**config.mk**
```make
export PLATFORM = sky130hd
export DESIGN_NAME = sd_card_block_writer
export DESIGN_NICKNAME = d
export VERILOG_FILES = /design/src/rtl/sd_card_block_writer.sv
export SDC_FILE = /design/constraint.sdc
export NUM_CORES = 1
export LEC_CHECK = 0
export BUFFER_PORTS_ARGS = -buffer_cell sky130_fd_sc_hd__buf_4
export CAP_MARGIN = 20
export CORE_MARGIN = 8
export CORE_UTILIZATION = 50
export DETAILED_ROUTE_END_ITERATION = 8
export GPL_ROUTABILITY_DRIVEN = 1
export PLACE_DENSITY_LB_ADDON = 0.15
export SYNTH_ARGS = -nofsm -noshare
export SYNTH_HDL_FRONTEND = slang
export SYNTH_SLANG_ARGS = --single-unit
```
**constraint.sdc**
```tcl
create_clock -name clk_spi -period 2.35 [get_ports clk_spi]
set_clock_uncertainty 0.1 [all_clocks]
set_input_delay 0.1175 -clock clk_spi [delete_from_list [all_inputs] [get_ports clk_spi]]
set_output_delay 0.1175 -clock clk_spi [all_outputs]
set_load 0.02 [all_outputs]
```
**src/rtl/sd_card_block_writer.sv**
```systemverilog
// Writes one 512-byte block from a registered-read buffer to an SD card through sd_controller.
// Optional command/busy timeout is built when SDW_TIMEOUT_EN is defined.
module sd_controller (
    input  logic        clk,
    input  logic        reset,
    output logic        cs,
    output logic        mosi,
    output logic        sclk,
    input  logic        miso,
    input  logic        rd,
    output logic [7:0]  dout,
    output logic        byte_available,
    input  logic        wr,
    input  logic [7:0]  din,
    output logic        ready,
    output logic        ready_for_next_byte,
    input  logic [31:0] address
);
    typedef enum logic [1:0] {C_INIT, C_IDLE, C_XFER, C_BUSY} cstate_t;

    localparam logic [9:0] INIT_BYTES = 10'd10;
    localparam logic [9:0] SEQ_DATA0  = 10'd15;
    localparam logic [9:0] SEQ_LAST   = 10'd529;

    cstate_t     cst;
    logic [7:0]  tx;
    logic [7:0]  rx;
    logic [2:0]  bitn;
    logic        phase;
    logic [9:0]  seq;
    logic [9:0]  seq_n;
    logic [1:0]  rfnb_cnt;
    logic        miso_q;

    // Byte stream of a write: CMD24 frame, response gap, start token, data, CRC, data response
    function automatic logic [7:0] frame_byte(input logic [9:0] s, input logic [31:0] a);
        case (s)
            10'd0:   frame_byte = 8'h58;
            10'd1:   frame_byte = a[31:24];
            10'd2:   frame_byte = a[23:16];
            10'd3:   frame_byte = a[15:8];
            10'd4:   frame_byte = a[7:0];
            10'd14:  frame_byte = 8'hFE;
            default: frame_byte = 8'hFF;
        endcase
    endfunction

    assign seq_n               = seq + 10'd1;
    assign sclk                = phase;
    assign mosi                = tx[7];
    assign dout                = rx;
    assign ready               = (cst == C_IDLE) && miso_q;
    assign ready_for_next_byte = (rfnb_cnt != 2'd0);

    always_ff @(posedge clk or posedge reset) begin
        if (reset) begin
            cst            <= C_INIT;
            cs             <= 1'b1;
            tx             <= 8'hFF;
            rx             <= 8'h00;
            bitn           <= 3'd0;
            phase          <= 1'b0;
            seq            <= 10'd0;
            rfnb_cnt       <= 2'd0;
            miso_q         <= 1'b0;
            byte_available <= 1'b0;
        end else begin
            miso_q         <= miso;
            byte_available <= 1'b0;
            if (rfnb_cnt != 2'd0) rfnb_cnt <= rfnb_cnt - 2'd1;
            case (cst)
                C_IDLE: if (wr) begin
                    cs    <= 1'b0;
                    seq   <= 10'd0;
                    tx    <= frame_byte(10'd0, address);
                    bitn  <= 3'd0;
                    phase <= 1'b0;
                    cst   <= C_XFER;
                end
                C_INIT, C_XFER: begin
                    phase <= ~phase;
                    if (phase) begin
                        rx   <= {rx[6:0], miso};
                        tx   <= {tx[6:0], 1'b1};
                        bitn <= bitn + 3'd1;
                        if (bitn == 3'd7) begin
                            byte_available <= rd;
                            if (cst == C_INIT) begin
                                seq <= seq_n;
                                if (seq == INIT_BYTES - 10'd1) cst <= C_IDLE;
                            end else if (seq == SEQ_LAST) begin
                                cst <= C_BUSY;
                            end else begin
                                seq <= seq_n;
                                // Data bytes are taken from din; the stretched strobe tells the writer
                                if (seq_n >= SEQ_DATA0 && seq_n < SEQ_DATA0 + 10'd512) begin
                                    tx       <= din;
                                    rfnb_cnt <= 2'd3;
                                end else begin
                                    tx <= frame_byte(seq_n, address);
                                end
                            end
                        end
                    end
                end
                C_BUSY: if (miso_q) begin
                    cs  <= 1'b1;
                    cst <= C_IDLE;
                end
                default: cst <= C_INIT;
            endcase
        end
    end
endmodule

module sd_card_block_writer #(
    parameter int unsigned TIMEOUT_CYCLES = 1048576
) (
    input  logic        clk_spi,
    input  logic        reset_n,
    output logic        sd_sclk,
    output logic        sd_mosi,
    input  logic        sd_miso,
    output logic        sd_cs,
    input  logic [31:0] block_id,
    input  logic        start,
    output logic [8:0]  buf_addr,
    input  logic [7:0]  buf_data,
    output logic        busy,
    output logic        done,
    output logic        error,
    output logic [2:0]  state
);
    typedef enum logic [2:0] {
        IDLE = 3'd0, WAIT_READY = 3'd1, ISSUE = 3'd2, WRITE = 3'd3,
        WAIT_DONE = 3'd4, DONE = 3'd5, ERROR = 3'd6
    } state_t;

    state_t      st;
    logic        wr;
    logic [7:0]  din;
    logic [31:0] addr_q;
    logic [9:0]  cnt;
    logic        ready;
    logic        rfnb;
    logic        rfnb_q;
    logic        rfnb_rise;
    logic [7:0]  dout;
    logic        byte_available;
    logic        unused_sink;

    sd_controller u_ctrl (
        .clk                 (clk_spi),
        .reset               (!reset_n),
        .cs                  (sd_cs),
        .mosi                (sd_mosi),
        .sclk                (sd_sclk),
        .miso                (sd_miso),
        .rd                  (1'b0),
        .dout                (dout),
        .byte_available      (byte_available),
        .wr                  (wr),
        .din                 (din),
        .ready               (ready),
        .ready_for_next_byte (rfnb),
        .address             (addr_q)
    );

    assign state       = st;
    assign busy        = (st != IDLE);
    assign rfnb_rise   = rfnb & ~rfnb_q;
    assign unused_sink = ^{dout, byte_available, (TIMEOUT_CYCLES != 0)};

`ifdef SDW_TIMEOUT_EN
    logic [31:0] tmo;
    logic        err_q;
    assign error = err_q;
`else
    assign error = 1'b0;
`endif

    always_ff @(posedge clk_spi or negedge reset_n) begin
        if (!reset_n) begin
            st       <= IDLE;
            done     <= 1'b0;
            wr       <= 1'b0;
            din      <= 8'h00;
            cnt      <= 10'd0;
            addr_q   <= 32'd0;
            buf_addr <= 9'd0;
            rfnb_q   <= 1'b0;
`ifdef SDW_TIMEOUT_EN
            tmo      <= 32'd0;
            err_q    <= 1'b0;
`endif
        end else begin
            rfnb_q <= rfnb;
            wr     <= 1'b0;
            done   <= 1'b0;
            case (st)
                IDLE: if (start) begin
                    addr_q   <= block_id;
                    cnt      <= 10'd0;
                    buf_addr <= 9'd0;
                    st       <= WAIT_READY;
`ifdef SDW_TIMEOUT_EN
                    tmo      <= 32'd0;
                    err_q    <= 1'b0;
`endif
                end
                WAIT_READY: begin
                    buf_addr <= 9'd0;
                    if (ready) begin
                        wr <= 1'b1;
                        st <= ISSUE;
                    end
`ifdef SDW_TIMEOUT_EN
                    else begin
                        tmo <= tmo + 32'd1;
                        if (tmo + 32'd1 == TIMEOUT_CYCLES) begin
                            err_q <= 1'b1;
                            st    <= ERROR;
                        end
                    end
`endif
                end
                ISSUE: begin
                    din <= buf_data;
                    st  <= WRITE;
                end
                WRITE: begin
                    // The RAM output follows buf_addr one cycle late; tracking it keeps din current
                    din <= buf_data;
                    if (rfnb_rise) begin
                        cnt      <= cnt + 10'd1;
                        buf_addr <= (cnt == 10'd511) ? 9'd511 : cnt[8:0] + 9'd1;
                        if (cnt == 10'd511) begin
                            st <= WAIT_DONE;
`ifdef SDW_TIMEOUT_EN
                            tmo <= 32'd0;
`endif
                        end
                    end
                end
                WAIT_DONE: begin
                    if (ready) begin
                        done <= 1'b1;
                        st   <= DONE;
                    end
`ifdef SDW_TIMEOUT_EN
                    else begin
                        tmo <= tmo + 32'd1;
                        if (tmo + 32'd1 == TIMEOUT_CYCLES) begin
                            err_q <= 1'b1;
                            st    <= ERROR;
                        end
                    end
`endif
                end
                DONE:    st <= IDLE;
                ERROR:   st <= IDLE;
                default: st <= IDLE;
            endcase
        end
    end
endmodule

```
; ---- After elaboration in Yosys (flattened, before gate mapping)
; Cells that the tools add are included.
[word_totals]
register_bits = 93
output_inout_bits = 18
[op_classes]
n_addsub = 5
order_cmp = 2
n_eq_ne = 28
muxes = 52
bitwise = 3
n_reduce_logical = 22
[op_table]
columns = operator, count
row1 = two-way mux 10 bit, 7
row2 = two-way mux 8 bit, 6
row3 = case mux 8 bit (6 select lines), 1
row4 = case mux 10 bit (2 select lines), 2
row5 = two-way mux 2 bit, 14
row6 = two-way mux 9 bit, 3
row7 = case mux 9 bit (3 select lines), 1
row8 = two-way mux 3 bit, 7
row9 = adder 10 x 1 -> 10 bit (second input constant), 2
row10 = == test 10 x 2 -> 1 bit (second input constant), 2
row11 = == test 10 x 4 -> 1 bit (second input constant), 2
row12 = case mux 8 bit (2 select lines), 1
row13 = case mux 3 bit (5 select lines), 1
row14 = != test 2 bit (second input constant), 6
row15 = AND reduction 3 bit, 4
row16 = == test 10 x 1 -> 1 bit (second input constant), 1
row17 = == test 10 bit (second input constant), 1
row18 = == test 10 x 3 -> 1 bit (second input constant), 1
row19 = == test 10 x 9 -> 1 bit (second input constant), 1
row20 = >= comparator 10 x 4 -> 1 bit (second input constant), 1
row21 = zero test 10 bit, 1
row22 = less-than comparator 10 bit (second input constant), 1
row23 = AND reduction 5 bit, 2
row24 = adder 9 x 1 -> 9 bit (second input constant), 1
row25 = other kinds (25), 43

; ---- Longest topological paths before layout
[depth]
ltp_word = 9
depth_mapped = 9

; ---- Hierarchy
; Synthesis repeated with hierarchy kept, for this count alone.
[unflattened]
cells_unflattened = 490
hier_area_um2 = 5192.5
[modules_own_cells]
columns = module, n_inst, cells_per_inst, area_per_inst_um2
row1 = sd_card_block_writer, 1, 216, 2702.6
row2 = sd_controller, 1, 274, 2489.9

; ---- Least setup slack after synthesis
; No wires, ideal clock.
[synth_path]
path_kind = reg-to-reg
from = reg u_ctrl.seq[0]
to = reg u_ctrl.tx[0]
setup_time_ns = 0.091
arrival_ns = 2.438
required_ns = 2.159
path_slack_ns = -0.280
path_stages_with_launch = 10
path_buffers = 2
cell_sequence = dfrtp_1 > ha_1 > and3_1 > clkbuf_1 > and3_1 > o22a_1 > or4_4 > buf_6 > a211oi_1 > a211oi_1
[synth_via]
elab_chain_len = 9
elab_cells_between_ends = 18
[synth_lines]
columns = element, line_no
row1 = from (decl), 30  ; logic [9:0] seq;
row2 = from (signal assigned), 89  ; seq <= seq_n;
row3 = from (signal assigned), 94  ; seq <= seq_n;
row4 = adder 10 x 1 -> 10 bit, 48  ; assign seq_n = seq + 10'd1;
row5 = >= comparator 10 x 4 -> 1 bit (tied with other cells), 96  ; if (seq_n >= SEQ_DATA0 && seq_n < SEQ_DATA0 + 10'd512) begin
row6 = logical AND 1 bit / case mux 8 bit (6 select lines) (equally long branches), "96, 37"
row7 = two-way mux 8 bit, 96
row8 = two-way mux 8 bit (*), 91  ; end else if (seq == SEQ_LAST) begin
row9 = two-way mux 8 bit (*), 88  ; if (cst == C_INIT) begin
row10 = two-way mux 8 bit (*), 86  ; if (bitn == 3'd7) begin
row11 = two-way mux 8 bit (*), 82  ; if (phase) begin
row12 = case mux 8 bit (2 select lines) (*), 71  ; case (cst)
row13 = to (signal assigned), 75  ; tx <= frame_byte(10'd0, address);
row14 = to (signal assigned), 84  ; tx <= {tx[6:0], 1'b1};
row15 = to (signal assigned), 97  ; tx <= din;
row16 = to (decl), 26  ; logic [7:0] tx;
; Every way passes the cells marked *; elsewhere a longest branch is shown, timed or not. The select of a mux whose other input is x is not followed.
; A chain may end at the register's enable or synchronous reset.

; ---- Final worst setup path
; Ends and elaborated chain as after synthesis.

==> flow_summary.json <==
{
  "grt_pass1_vias": 4376,
  "grt_usage": 0.202,
  "gp_congestion": 0.844,
  "multi_input_area_um2": 2620,
  "vias": 4308,
  "hold_violations": 0,
  "antenna_cells": 0,
  "root_buffer": "clkbuf_8",
  "dp_hpwl_um": 8760,
  "fp.dieH_um": 115,
  "grt_pass1_wl_um": 21200,
  "row_count": 36,
  "drt_pre_antenna_iters": 5,
  "numCtsBuffers": 9,
  "io_buffer_count": 60,
  "required_ns": 2.54,
  "drv_cap": 0,
  "clk_latency_ns": 0.37,
  "io_pins": 62,
  "ys_seq_elements": 93,
  "drv_slew": 0,
  "netlist_top_cells_area": "dfrtp_1 (43%), mux2_2 (9.7%), dfstp_2 (4.8%), ha_1 (3.6%), o21ai_0 (3.3%)",
  "power_density_nw_per_um2": 438,
  "ys_types": 61,
  "pre_cts_ws_ns": -0.0594,
  "status": "complete, but fails checks",
  "antenna_left": 0,
  "end_kind": "flip-flop",
  "grt_antenna_before_repair": 0,
  "critical_path.max_fanout": 6,
  "crit_type": "flip-flop to flip-flop",
  "clk_pin_slew_ns": 0.09,
  "peakVddDrop_uv": 440,
  "synth.top_cell.area_share": 0.431,
  "async_reset_ff_frac": 1.00,
  "grt.overflow.total": 0,
  "initial_core_util": 0.506,
  "wire_per_inst_um": 17.2,
  "core_um2": 9640,
  "startpoint_type": "flip-flop",
  "drt-total-wl_um": 13100,
  "p_leak_uw": 0.00319,
  "worst_slack_ns": -0.0347,
  "ys_seq_area_frac": 0.479,
  "synth_area_um2": 4880,
  "nFillCells": 722,
  "drc": 0,
  "fp.dieW_um": 115,
  "synth.net_count": 530,
  "finalCritPeriodShare": 1.01,
  "hp-class": "primary input to flip-flop",
  "critPathArrivalTime_ns": 2.58,
  "cts_buffer_depth": 2,
  "synthCells": 472,
  "drive_gt1_frac": 0.385,
  "ys.flop_type": "dfrtp_1",
  "register_area_um2": 2340,
  "syn2layout_area_growth_pct": 39.1,
  "htree_levels": 3,
  "tightest_slew_ns": 0.675,
  "setup_viol": 3,
  "vias_per_cell": 5.64,
  "synth.avg_cell_area_um2": 10.3,
  "finalCriticalPeriod_ns": 2.38,
  "cts_sinks": 93,
  "timing.fmax_mhz": 419,
  "nNetsFinal": 684,
  "synth_top_area_cell": "dfrtp_1",
  "slew_headroom": 0.547,
  "drt_iter0_markers": 328,
  "synth_edf_count": 0,
  "hold-worst-slack_ns": 0.0331,
  "yosysWarnings": 0,
  "violations": "negative setup slack",
  "cts_tree": "done",
  "grt_max_degree": 42,
  "rsz0062_at_grt": "true",
  "die_area_um2": 13200
}
[placed cells by master (no fill, tap or decap), drive strengths merged, types with 12 or more instances in the layout]
master       instances
a21oi               21
buf                122
dfrtp               84
dlygate4sd3         42
ha                  14
inv                 17
mux2                42
nand2               33
nand2b              12
nand3               14
nor2                34
o21ai               34
o31ai               15
[power breakdown]
part	leakage, uW	internal (uW)	switching, uW	total, uW
clock	0.000102	535	603	1140
combinational	0.00191	119	70.4	189
sequential	0.00117	1630	16.4	1650
total	0.00319	2280	690	2970
[synthesized netlist by cell type (9+ instances only)]
master    instances
nand3_1          14
o31ai_1          14
a21oi_1          21
nor3_1           10
a21o_1           11
nand2_1          33
inv_1            15
clkbuf_1         17
mux2_2           42
nand2b_1         12
dfrtp_1          84
ha_1             14
o21ai_0          32
nor2_1           34
dfstp_2           9
[layer usage]
metal,GRT usage,part of all wire,vias up
met5,0,0,-
met3,0.0509,0.041,22
li1,-,-,2046
met1,0.249,0.43,2146
met4,0.0604,0.018,0
met2,0.343,0.51,94
[state kept, by name, summed over array words and instances, names as in the netlist, 2 cells and up]
register         count
buf_addr             9
addr_q              32
state                3
u_ctrl.bitn          3
u_ctrl.seq          10
cnt                 10
din                  8
u_ctrl.tx            8
u_ctrl.rfnb_cnt      2
u_ctrl.cst           2
[worst max-delay path, stage by stage (launching register included)]
cell      delay [ns]
dfrtp_2         0.48
buf_6           0.14
buf_4           0.14
and2_4          0.18
xnor2_4         0.21
a31oi_4         0.13
buf_6           0.14
o31ai_4         0.26
buf_6           0.17
buf_4           0.11
a211oi_2        0.06
a211oi_1        0.17
[stage by stage]
step / utilization / TNS (ns) / cells / cell area [um2] / power (uW)
floorplan: - / -0.746 / 472 / 4930 / 1710
global placement: 0.609 / 0 / 694 / 5870 / 1800
detailed placement: 0.609 / -0.226 / 694 / 5870 / 1810
CTS: 0.682 / -0.0164 / 756 / 6580 / 3010
global route: 0.704 / -0.572 / 764 / 6790 / 3080
finish: 0.704 / -0.0442 / 764 / 6790 / 2970
[cell families (layout without fill, tap and decap cells)]
group                      Yosys count  after routing  share of synthesized area
DFF                                 93             93                      0.479
and+or+nand+nor                    142            143                      0.150
AOI/OAI and AO/OA                  131            131                      0.183
buffers and inverters               37            195                     0.0318
xor gates and xnor gates             8              8                     0.0144
other                                1              1                   0.000768
muxes                               46             46                      0.105
adders and majority gates           14             14                     0.0359
[path summary, 6_finish.rpt]
check	cells after the start	end	startpoint	slack [ns]
setup / recovery	11	u_ctrl.tx[0]	u_ctrl.seq[0]	-0.03
hold / removal	5	state[0]	start	0.03
setup reg to reg	11	u_ctrl.tx[0]	u_ctrl.seq[0]	-0.03
hold reg to reg	1	buf_addr[1]	buf_addr[1]	0.39
max in group asynchronous	3	u_ctrl.tx[7]	reset_n	1.23
min in group asynchronous	2	u_ctrl.seq[3]	reset_n	0.19
[area by class of cell]
type	count	share of cell area
clock inverters	5	0.00977
flip-flops and latches	93	0.345
inverters	15	0.00829
well taps	133	0.0245
repair buffers	164	0.205
multi-input cells	343	0.386
clock buffers	11	0.0208
[timing repair]
item	4_1_cts	5_1_grt
gates cloned	2	0
resized for setup	12	36
pin swaps	8	15
setup buffers	2	8
setup endpoints to repair	10	21
hold buffers	42	0
hold endpoints to repair	79	0
(Power assumes the default switching activity.)
